===== src/rtl/loader_pkg.sv =====
// Shared types and constants for the program loader.
// The state encoding is fixed here so the top, the checksum unit and any
// external checker agree on it.
package loader_pkg;

    localparam int DATA_W = 8;

    typedef enum logic [2:0] {
        S_IDLE  = 3'd0,
        S_RECV  = 3'd1,
        S_WRITE = 3'd2,
        S_CHECK = 3'd3,
        S_DONE  = 3'd4,
        S_ERR   = 3'd5
    } state_t;

    // A new session may only be opened from a resting state.
    function automatic logic can_start(input state_t s);
        return (s == S_IDLE) || (s == S_DONE) || (s == S_ERR);
    endfunction

endpackage


===== src/rtl/loader_csum.sv =====
// Running 8-bit checksum for a load session.
// Accumulates every data byte modulo 256 and compares the total against the
// trailing checksum byte supplied by the host. The module only exists when
// LOADER_CHECKSUM_EN is defined; without it the loader has no checksum path.
`ifdef LOADER_CHECKSUM_EN
module loader_csum
    import loader_pkg::*;
(
    input  logic              clk,
    input  logic              clr,
    input  logic              clear_i,
    input  logic              add_i,
    input  logic [DATA_W-1:0] data_i,
    input  logic [DATA_W-1:0] cmp_i,
    output logic              match_o
);

    logic [DATA_W-1:0] sum_q;
    logic [DATA_W-1:0] sum_d;

    // Modulo-256 wrap is intended: the host computes the same truncated sum.
    assign sum_d = sum_q + data_i;

    // Accumulator: cleared by reset or at session start, otherwise adds accepted bytes.
    always_ff @(posedge clk) begin
        if (clr || clear_i) begin
            sum_q <= '0;
        end else if (add_i) begin
            sum_q <= sum_d;
        end
    end

    assign match_o = (cmp_i == sum_q);

endmodule
`endif


===== src/rtl/program_loader.sv =====
// Program loader: receives WORDS bytes from a host over a valid/ready byte
// stream, writes them to program RAM at consecutive addresses starting at 0,
// and holds the processor in clear while loading.
// Optional feature macro: LOADER_CHECKSUM_EN adds a trailing checksum byte,
// a CHECK state and an ERR outcome; without it every session ends in DONE.
// dbg_state exposes the FSM state for external checkers.
module program_loader
    import loader_pkg::*;
#(
    parameter int WORDS  = 16,
    parameter int ADDR_W = 4
) (
    input  logic              clk,
    input  logic              clr,
    input  logic              start,
    input  logic              host_valid,
    input  logic [7:0]        host_data,
    output logic              host_ready,
    output logic              ram_we,
    output logic [ADDR_W-1:0] ram_addr,
    output logic [7:0]        ram_wdata,
    output logic              cpu_hold,
    output logic              busy,
    output logic              done,
    output logic              err,
    output logic [2:0]        dbg_state
);

    localparam logic [ADDR_W-1:0] LAST = ADDR_W'(WORDS - 1);

    state_t            state_q;
    logic [ADDR_W-1:0] cnt_q;
    logic [ADDR_W-1:0] cnt_d;
    logic              host_ready_q;
    logic              ram_we_q;
    logic [ADDR_W-1:0] ram_addr_q;
    logic [DATA_W-1:0] ram_wdata_q;
    logic              cpu_hold_q;
    logic              busy_q;
    logic              done_q;

    logic              xfer;
    logic              last_word;
    logic              start_ok;

    // Handshake: a byte moves exactly when host_valid && host_ready are both
    // high at a rising edge. host_ready is registered and only high in RECV and
    // CHECK; the host must keep host_data stable until that edge, and
    // host_valid while host_ready is low has no effect.
    assign xfer      = host_valid && host_ready_q;
    assign last_word = (cnt_q == LAST);
    assign start_ok  = start && can_start(state_q);

    // Saturating next address so the counter can never run past WORDS-1.
    assign cnt_d = last_word ? cnt_q : cnt_q + ADDR_W'(1);

`ifdef LOADER_CHECKSUM_EN
    logic err_q;
    logic csum_clear;
    logic csum_add;
    logic csum_match;

    assign csum_clear = start_ok;
    assign csum_add   = (state_q == S_RECV) && xfer;

    loader_csum u_csum (
        .clk     (clk),
        .clr     (clr),
        .clear_i (csum_clear),
        .add_i   (csum_add),
        .data_i  (host_data),
        .cmp_i   (host_data),
        .match_o (csum_match)
    );
`endif

    // Session FSM with all outputs registered alongside the state transition.
    always_ff @(posedge clk) begin
        if (clr) begin
            state_q      <= S_IDLE;
            cnt_q        <= '0;
            host_ready_q <= 1'b0;
            ram_we_q     <= 1'b0;
            ram_addr_q   <= '0;
            ram_wdata_q  <= '0;
            cpu_hold_q   <= 1'b0;
            busy_q       <= 1'b0;
            done_q       <= 1'b0;
`ifdef LOADER_CHECKSUM_EN
            err_q        <= 1'b0;
`endif
        end else begin
            // Write strobe is a single-cycle pulse; only the RECV accept sets it.
            ram_we_q <= 1'b0;
            if (start_ok) begin
                state_q      <= S_RECV;
                cnt_q        <= '0;
                host_ready_q <= 1'b1;
                cpu_hold_q   <= 1'b1;
                busy_q       <= 1'b1;
                done_q       <= 1'b0;
`ifdef LOADER_CHECKSUM_EN
                err_q        <= 1'b0;
`endif
            end else begin
                case (state_q)
                    S_RECV: begin
                        if (xfer) begin
                            state_q      <= S_WRITE;
                            host_ready_q <= 1'b0;
                            ram_we_q     <= 1'b1;
                            ram_addr_q   <= cnt_q;
                            ram_wdata_q  <= host_data;
                        end
                    end
                    S_WRITE: begin
                        cnt_q <= cnt_d;
                        if (last_word) begin
`ifdef LOADER_CHECKSUM_EN
                            state_q      <= S_CHECK;
                            host_ready_q <= 1'b1;
`else
                            state_q      <= S_DONE;
                            busy_q       <= 1'b0;
                            cpu_hold_q   <= 1'b0;
                            done_q       <= 1'b1;
`endif
                        end else begin
                            state_q      <= S_RECV;
                            host_ready_q <= 1'b1;
                        end
                    end
`ifdef LOADER_CHECKSUM_EN
                    S_CHECK: begin
                        if (xfer) begin
                            host_ready_q <= 1'b0;
                            busy_q       <= 1'b0;
                            if (csum_match) begin
                                state_q    <= S_DONE;
                                cpu_hold_q <= 1'b0;
                                done_q     <= 1'b1;
                            end else begin
                                // Processor stays held: it must never run a corrupt image.
                                state_q    <= S_ERR;
                                err_q      <= 1'b1;
                            end
                        end
                    end
`endif
                    default: begin
                        // IDLE, DONE and ERR rest until start or clr.
                    end
                endcase
            end
        end
    end

    assign host_ready = host_ready_q;
    assign ram_we     = ram_we_q;
    assign ram_addr   = ram_addr_q;
    assign ram_wdata  = ram_wdata_q;
    assign cpu_hold   = cpu_hold_q;
    assign busy       = busy_q;
    assign done       = done_q;
    assign dbg_state  = state_q;
`ifdef LOADER_CHECKSUM_EN
    assign err        = err_q;
`else
    assign err        = 1'b0;
`endif

endmodule


===== config.mk =====
export PLATFORM = sky130hd
export DESIGN_NAME = program_loader
export DESIGN_NICKNAME = d
export VERILOG_FILES = /design/src/rtl/loader_pkg.sv /design/src/rtl/loader_csum.sv /design/src/rtl/program_loader.sv
export SDC_FILE = /design/constraint.sdc
export NUM_CORES = 1
export LEC_CHECK = 0
export ABC_AREA = 1
export CORE_ASPECT_RATIO = 1.5
export CORE_MARGIN = 4
export CORE_UTILIZATION = 40
export DETAILED_ROUTE_END_ITERATION = 12
export PLACE_DENSITY = 0.7
export SLEW_MARGIN = 30
export SYNTH_ARGS = -nofsm -noshare
export SYNTH_HDL_FRONTEND = slang
export SYNTH_SLANG_ARGS = --single-unit

===== constraint.sdc =====
create_clock -name clk -period 2.5 [get_ports clk]
set_input_delay 0.25 -clock clk [delete_from_list [all_inputs] [get_ports clk]]
set_output_delay 0.25 -clock clk [all_outputs]
set_load 0.02 [all_outputs]

==> reports/summary.txt <==
status = finished clean
Crit Path Class = reg -> out
Reg-to-Reg End = host_ready
CP max stage cell = clkdlybuf4s50_1
# hold bufs at CTS = 0
Min-Delay Path Class = reg -> reg
Critical Path Stages = 1
Synth Area per Inst = 7.517 sq um
first-pass GRT wire length = 3332 um
Net count, final = 169
Leakage = 0.4998 nW
Worst R2R Start = cnt_q[0]
initial core utilization = 42.07%
GR Overflow Total = 0
Mapped Area = 939.7 sq um
Worst Skew = 6.583 ps
main flop type after synthesis = dfxtp_1
hold path start = ram_wdata[7]
hold_ws = 493.4 ps
met3 Usage GRT = 2.933%
count of different cell masters after synthesis = 19
IO Pins = 33
Max VDD drop = 0.3373 mV
Final HPWL DP = 1503 um
dpl ws = 1021 ps
reg2reg setup slack = 1180 ps
CP max stage delay = 640 ps
Slew Limit Fails = 0
clock latency on the worst-skew pair = 300 ps
Max Cap Violations = 0
Post-synth top cells = 34 x nor2_1, 23 x dfxtp_1, 19 x nand2_1, 12 x o21ai_0, 10 x inv_1
Worst Path Arrival = 1350 ps
Total GRT Usage = 14.09%
Detailed Route WL = 1951 um
total iterations of the first detailed-routing run = 4
CP endpoint kind = output port
Setup Viol. Count Final = 0
Yosys reg bits = 23
DR iter-0 viols = 21
Setup TNS Final = 0 ps
Post-Syn Instances = 125
post-CTS sizing = 0
Crit path buffers/inverters = 1
vias per cell = 4.669
Layout area overhead = 34.49%
critical-path cell list = clkdlybuf4s50_1
CP required = 2250 ps
die footprint = 3205 sq um
DIE HEIGHT = 67.36 um
largest net degree at the start of global routing = 16
Area after DPL = 1237 sq um
layout cells sized above 1 = 6.452%
met2 usage = 24.50%
Rows = 21
slack of the critical path = 902.3 ps
Max Clk Rate = 625.9 MHz
RSZ-0062 raised after global routing = false
EDFF count, synth = 0
CTS Buf Count = 3
most common cell in the netlist = nor2_1
Worst setup SP type = flop
CTS sink cnt = 23
P per Cell Area = 524.5 nW/um^2
sequential cell area fraction in the yosys report = 49.00%
H-tree levels = 1
post-CTS setup repair buffer count = 0
final hold vios = 0
Worst Setup EP = dbg_state[2]
vias in the first global route = 811
PortBufs = 31
Worst Setup SP = dbg_state[2]
crit path max fanout = 3
Tcrit/Tclk final = 63.91%
fin area = 1264 sq um
via count = 831
Core Region = 2233 sq um
R2R depth = 8
Yosys warnings = 0
cell taking the most area after synthesis = dfxtp_1
GPL Wtd Cong = 0.7787
drt drc = 0
root buffer cell = clkbuf_4
area fraction of the dominant cell type after synthesis = 49.00%
M1 GR Usage = 15.99%
FFs w/ async S/R, synth = 0%
largest cells by area after synthesis = dfxtp_1 49%, nor2_1 14%, nand2_1 7.6%, o21ai_0 6.4%, inv_1 4.0%
min cycle time layout = 1598 ps
antenna diode count = 0
Worst-path clk slew = 120 ps
post-layout util = 56.58%
WL per Instance = 10.96 um
Longest Clk Path Bufs = 2
Post-DRT Antenna Nets = 0
GRT busiest layer = met2
kind of cell adding the most delay to the critical path = buffers and inverters
CTS tree = done
Net Count, Synth = 138
initial antenna violation count = 0
chip width = 47.58 um
-- through the flow --
step	power (mW)	cells
after floorplan	0.4575	125
after global placement	0.5045	174
after detailed placement	0.5061	174
after CTS	0.6723	178
after global routing	0.6998	178
final	0.6629	178
-- layout make-up --
type	count	area, sq um
fillers	210	969.7
flip-flops and latches	23	460.4
multi-input cells	84	387.9
repair buffers	31	310.3
inverters	13	50.05
well taps	23	28.78
clock buffers	4	26.28
-- registers in the layout, indices dropped and copies added (netlist names) --
signal,count
ram_wdata,8
cnt_q,4
ram_addr,4
dbg_state,3
busy,1
done,1
host_ready,1
ram_we,1
-- kinds of logic (layout without fill, tap and decap cells) --
| logic type | count (synthesis) | count (layout) | share of synthesized area (%) |
|---|---|---|---|
| compound gates | 20 | 20 | 10.65 |
| fa+ha+maj | 1 | 1 | 1.331 |
| buf+inv | 18 | 48 | 9.720 |
| flops | 23 | 23 | 49.00 |
| other cells | 1 | 1 | 0.3991 |
| simple gates | 62 | 62 | 28.90 |
-- routing by layer --
| metal | part of all wire, % | vias to the layer above | wire, um |
|---|---|---|---|
| li1 | - | 444 | - |
| met1 | 41 | 358 | 803 |
| met2 | 51 | 25 | 993 |
| met3 | 6.6 | 4 | 129 |
| met4 | 1.3 | 0 | 25 |
| met5 | 0 | - | 0 |
-- how the worst min path moves through the flow --
stage / end / slack [ps] / cells after the start
5_1_grt: ram_wdata[1] / 520 / 2
4_1_cts: ram_wdata[6] / 500 / 2
2_1_floorplan: busy / 320 / 1
6_report: ram_wdata[7] / 490 / 2
3_3_place_gp: done / 460 / 2
3_5_place_dp: done / 470 / 2
-- layout by cell type, fill, tap and decap left out, types with 2 or more instances in the layout --
cell,count
clkbuf_4,3
nand2_1,19
nand3_1,4
nor2_1,34
inv_1,10
dfxtp_1,23
inv_2,2
o21ai_0,12
nor2_4,2
clkdlybuf4s50_1,31
a21oi_1,7
-- where the power goes --
group          total (mW)  switching [mW]  leakage [nW]  internal, mW
Sequential          0.388         0.00886         0.187         0.379
Clock               0.166           0.103        0.0150        0.0622
Combinational       0.109          0.0569         0.298        0.0525
(Power assumes the default switching activity.)
